==> src/rtl/input_conditioner.sv <==
// input_conditioner: per-channel synchronizer, sample-qualified debouncer and
// registered rise/fall pulse generator for asynchronous button/switch inputs.
module input_conditioner #(
  parameter int CHANNELS        = 4,
  parameter int SYNC_STAGES     = 2,
  parameter int DEBOUNCE_CYCLES = 4
) (
  input  logic                clk,
  input  logic                rst,
  input  logic                sample_en,
  input  logic [CHANNELS-1:0] raw_in,
  output logic [CHANNELS-1:0] level_out,
  output logic [CHANNELS-1:0] rise_pulse,
  output logic [CHANNELS-1:0] fall_pulse
);
  localparam int CW = $clog2(DEBOUNCE_CYCLES + 1);
  localparam logic [CW-1:0] CNT_MAX = CW'(DEBOUNCE_CYCLES - 1);
  logic [CHANNELS-1:0] sync_q [SYNC_STAGES];
  logic [CHANNELS-1:0] sync_d [SYNC_STAGES];
  logic [CW-1:0]       cnt_q [CHANNELS];
  logic [CW-1:0]       cnt_d [CHANNELS];
  logic [CHANNELS-1:0] level_q, level_d, rise_q, rise_d, fall_q, fall_d;
  logic [CHANNELS-1:0] synced, differ, accept;
  always_comb begin
    sync_d[0] = raw_in;
    for (int k = 1; k < SYNC_STAGES; k++) sync_d[k] = sync_q[k-1];
    synced = sync_q[SYNC_STAGES-1];
    differ = synced ^ level_q;
    accept = '0;
    for (int c = 0; c < CHANNELS; c++) begin
      accept[c] = sample_en && differ[c] && cnt_q[c] == CNT_MAX;
      // a matching sample or an acceptance restarts the run; idle samples hold it
      cnt_d[c]  = !sample_en ? cnt_q[c] : (!differ[c] || accept[c]) ? '0 : cnt_q[c] + CW'(1);
    end
    level_d = level_q ^ accept;
    rise_d  = accept & ~level_q;
    fall_d  = accept & level_q;
  end
  always_ff @(posedge clk or posedge rst) begin
    if (rst) begin
      sync_q  <= '{default: '0};
      cnt_q   <= '{default: '0};
      level_q <= '0;
      rise_q  <= '0;
      fall_q  <= '0;
    end else begin
      sync_q  <= sync_d;
      cnt_q   <= cnt_d;
      level_q <= level_d;
      rise_q  <= rise_d;
      fall_q  <= fall_d;
    end
  end
  assign level_out  = level_q;
  assign rise_pulse = rise_q;
  assign fall_pulse = fall_q;
endmodule

==> config.mk <==
export PLATFORM = sky130hd
export DESIGN_NAME = input_conditioner
export DESIGN_NICKNAME = d
export VERILOG_FILES = /design/src/rtl/input_conditioner.sv
export SDC_FILE = /design/constraint.sdc
export NUM_CORES = 1
export LEC_CHECK = 0
export ABC_CLOCK_PERIOD_IN_PS = 1800
export BUFFER_PORTS_ARGS = -buffer_cell sky130_fd_sc_hd__buf_2
export CAP_MARGIN = 20
export CORE_ASPECT_RATIO = 0.9
export CORE_UTILIZATION = 23
export CTS_CLUSTER_SIZE = 8
export DETAILED_ROUTE_END_ITERATION = 10
export PLACE_DENSITY = 0.46
export SETUP_SLACK_MARGIN = 0.4
export SLEW_MARGIN = 15
export SYNTH_ARGS = -nofsm -noshare
export SYNTH_HDL_FRONTEND = slang
export SYNTH_SLANG_ARGS = --single-unit
==> constraint.sdc <==
create_clock -name clk -period 1.8 [get_ports clk]
set_clock_uncertainty 0.2 [all_clocks]
set_input_delay 0.36 -clock clk [delete_from_list [all_inputs] [get_ports clk]]
set_output_delay 0.36 -clock clk [all_outputs]
set_load 0.02 [all_outputs]
---- Yosys cells after proc, flatten, opt, wreduce, memory -nomap -nowiden ----
Index checks and enable logic that the tools add are counted.
W data, S select, Z words.
word-level totals
  register bits ........................... 32
  input bits .............................. 7
  output and inout bits ................... 12
operators by class
  $add $sub $neg .......................... 4
  equality and inequality tests ........... 4
  muxes and demuxes ....................... 4
  bitwise operators ....................... 5
  reductions and logical operators ........ 16
operators with widths
  cell                   count
  $add A3 B1 Y3 const B  4
  $eq A3 B2 Y1 const B   4
  $mux W3                4
  $and A4 B4 Y4          2
  $logic_and A1 B1 Y1    8
  $xor A4 B4 Y4          2
  $logic_not A1 Y1       4
  $logic_or A1 B1 Y1     4
  $not A4 Y4             1

---- Logic depth before layout (Yosys ltp) ----
  word-level depth ........................ 5
  gate-level depth with buffers ........... 6
  mapped depth without buffers ............ 6

---- Least setup slack after synthesis ----
Ideal clock, no wire load.
  path kind ............................... reg-to-reg
  from .................................... reg cnt_q[0] in the netlist's numbering
  to ...................................... reg cnt_q[2] in the netlist's numbering
  data arrival time ....................... 1.260 ns
  required time ........................... 1.518 ns
  setup slack ............................. 0.258 ns
  cell stages (with the launch flop) ...... 5
  clock period less this slack ............ 1.542 ns
  cells stage by stage .................... dfrtp_1 > ha_1 > ha_1 > or3b_1 > o22ai_1
on the way
  longest elaborated chain between the ends .. 4
  elaborated cells on any way between the ends .. 5
ends and longest elaborated chain
  what                                                   line  source
  start, declared                                        20    logic [CW-1:0] cnt_q [CHANNELS];
  start signal, assigned                                 48    cnt_q <= cnt_d;
  branches (longest 3 deep; another with $add A3 B1 Y3)  --
  $mux W3 *                                              33    cnt_d[c] = !sample_en ? cnt_q[c] : (!differ[c] || accept[c]) ? '0 : cnt_q[c] + CW'(1);
Every way passes the cells marked *.
A chain may end at the register's enable or synchronous reset.

---- Final worst setup path ----
  from .................................... reg cnt_q[3] in the netlist's numbering
  to ...................................... reg cnt_q[5] in the netlist's numbering
The elaborated chain is that of the path after synthesis.

==> impl_summary.md <==
CTS
The H-tree depth reported by CTS is 2. The cell at the root of the clock tree is sky130_fd_sc_hd__clkbuf_8. The clock-pin transition on the worst setup and hold timing paths is 0.07 ns. TritonCTS built the clock tree. The later pin in the worst-skew pair is clocked with a latency of 0.28 ns.

The TritonCTS sink count is 32. The TritonCTS buffer count is 5. The maximum count of clock buffers along a single path is 2.

Die
After floorplanning, the core was divided into 26 placement rows. The x dimension of the die is 82.50 µm. The floorplan step defined a die boundary enclosing 0.006141 mm². The area of the core is roughly 0.0057 mm². The starting density of the core is 0.2370.

In this run the count of I/O pins placed on the die edge is 19. The die height is approximately 74 µm.

Routing
Using the TritonRoute via totals, the vias-per-cell ratio works out to around 3.9. The number of nets with antenna violations after detailed routing is 0. After detailed routing, the total wire length is roughly 2200 µm. For this run, design rule violations remaining after detail routing come to 0.

The detailed router finished its first iteration with 26 violations. The routed layout has 836 vias. The total iterations of the first detailed-routing run is 4. Dividing the detail-routed wire length by the instance count gives 9.963 µm.

Pwr
In this run the power density over the cells is between 1000 and 1500 mW/mm². The static leakage is 0.9229 nW. Summing internal, switching and leakage power gives 2.557 mW. Across the VDD grid, the largest voltage drop is 0.6739 mV.

Cells and area
The final net count is 168. Compared with the post-synthesis result, the final layout area differs by 42.16%. Of the cells placed in the final design, the portion with a size suffix greater than 1 is 0.4041. The final core utilization is 0.3369. For this run, the number of standard cells in the final layout without fillers is between 200 and 250. The leading cell type in the layout, fill and taps excluded is sky130_fd_sc_hd__dfrtp_1.

The library cells used most frequently in the layout, excluding fill and tap cells, are sky130_fd_sc_hd__dfrtp_1 (29), sky130_fd_sc_hd__inv_1 (22), sky130_fd_sc_hd__buf_2 (11). 0 antenna diodes ended up in the layout. With fillers left out, the area of the finished cells amounts to 0.001907 mm².

Placement
The total placed cells including tap cells is 194. The final weighted congestion in routability-driven placement is approximately 0.62. The setup slack after placement is 0.2248 ns. The port buffer count is 18. The placed instances occupy a cell area of approximately 0.0016 mm². Detailed placement ended at an HPWL of between 1000 and 1500 µm.

Logic synthesis
The synthesized flop and latch total is 32. The area share of the largest cell type after synthesis is 0.5970. The number of warnings reported in the yosys synthesis log is 0.

In the post-synthesis netlist, the biggest area contributors are sky130_fd_sc_hd__dfrtp_1 (60%), sky130_fd_sc_hd__ha_1 (15%), sky130_fd_sc_hd__inv_1 (6.2%), sky130_fd_sc_hd__or3b_1 (4.6%), sky130_fd_sc_hd__o22ai_1 (3.3%). sky130_fd_sc_hd__dfrtp_1 takes more of the synthesized area than any other cell. The mean post-synth cell area is about 13 µm². The netlist area before placement is 0.001341 mm². The number of standard cells after synthesis is between 100 and 150. The number of nets produced by synthesis is 130.

The number of library cell types mapped by synthesis is 13. The post-synthesis sequential area ratio is 0.5970.

Setup path
The worst path required time is 1.80 ns. Setup slack on the worst reg-to-reg path comes out at 0.27 ns. STA classifies the critical path startpoint as a flop.

The maximum fanout along the worst path is 3. The type of element capturing the critical path is a flop. The critical path data arrival time is approximately 1.5 ns. By startpoint and endpoint, the worst setup path is classified as reg -> reg.

Global route
The global-route wire length before repair is roughly 3600 µm. The initial antenna violation count is 0. The routing layer with the top usage in global route is met2. For this run, global-route usage on met3 was measured as 0.04417. The met1 global-route usage is 0.09615.

The largest net degree at the start of global routing is 33. For met2 alone, demand over resource in global routing was 0.1212. The total track usage is 0.08242. The via count of the first global-routing pass came to roughly 810.

Global routing finished with a remaining overflow of 0.

STA
After routing, the total negative slack on setup checks comes to 0 ns. Based on the critical path, the design can be clocked at up to 652.7 MHz. The worst relative slew slack is 0.7325.

Setup slack on the critical path of the routed design comes to approximately 0.27 ns. Hold timing on the final database bottoms out at a slack of 0.1488 ns. The max-slew violation count is 0. The count of final setup violators is 0. The final count of hold timing violations is 0. At the pin with the least slew margin, the transition time is approximately 0.4 ns. The shortest clock period the worst path allows after layout is 1.532 ns. Dividing the final minimum period by the clock period gives 0.8511. Setup repair after global routing could not meet its margin everywhere.

Min path
In this run the worst hold path is classified as reg -> reg.

Flow run
The total of max-cap violations is 0.

Status
The flow ran to the end, and the final reports show no timing, DRC or antenna violations.
synth_stat cells:
library cell and count:
sky130_fd_sc_hd__buf_4 1, sky130_fd_sc_hd__buf_6 1, sky130_fd_sc_hd__dfrtp_1 32, sky130_fd_sc_hd__ha_1 16, sky130_fd_sc_hd__inv_1 22, sky130_fd_sc_hd__nand2_1 7
sky130_fd_sc_hd__nand2b_1 1, sky130_fd_sc_hd__nor2_1 4, sky130_fd_sc_hd__o22ai_1 7, sky130_fd_sc_hd__o32ai_1 4, sky130_fd_sc_hd__o32ai_2 1, sky130_fd_sc_hd__or3b_1 7
sky130_fd_sc_hd__xnor2_1 4
critical path, stage by stage, from the launching register on:
cell,delay [ns]
sky130_fd_sc_hd__dfrtp_1,0.40
sky130_fd_sc_hd__ha_2,0.19
sky130_fd_sc_hd__ha_4,0.20
sky130_fd_sc_hd__or3b_1,0.35
sky130_fd_sc_hd__o22ai_1,0.11
layout make-up:
class                      count  area (µm²)
fill                         589        3754
multi-input combinational     51       546.8
sequential                    32       804.5
tap                           70       87.58
inverter                      22       82.58
timing repair buffer          33       259.0
clock inverter                 1       30.03
clock buffer                   7       96.34
registers in the layout, summed over array words and instances (netlist names):
name	count
level_out	4
sync_d	4
cnt_q	12
synced	4
fall_pulse	4
rise_pulse	4
per-layer routing:
metal	part of all wire	wire (µm)	vias to the layer above
met1	0.46	997	389
met4	0.023	49	0
li1	-	-	423
met3	0.062	134	5
met2	0.45	970	19
met5	0	0	-
report_power, final:
group	internal [mW]	switching, mW
clock network	0.488	0.256
registers	0.874	0.120
logic	0.439	0.380
path summary, 6_finish.rpt:
check / startpoint / endpoint / cells past startpoint
setup / recovery: cnt_q[3] / cnt_q[5] / 4
hold / removal: sync_d[1] / synced[1] / 0
setup reg to reg: cnt_q[3] / cnt_q[5] / 4
hold reg to reg: sync_d[1] / synced[1] / 0
max in group asynchronous: rst / level_out[1] / 4
min in group asynchronous: rst / sync_d[3] / 4
cells by family after synthesis:
logic type,count (synthesis),share of synthesized area
xor gates and xnor gates,4,0.02612
buffers and inverters,24,0.07556
AOI/OAI and AO/OA,12,0.07089
DFF,32,0.5970
and+or+nand+nor,19,0.08116
adders and majority gates,16,0.1493
what timing repair did:
action	CTS	global route
hold buffers	5	0
hold endpoints to repair	36	0
pin swaps	3	0
buffers inserted	6	3
setup endpoints to repair	18	27
gates resized for setup	11	12
Note: power is estimated with default switching activity, not from simulation.
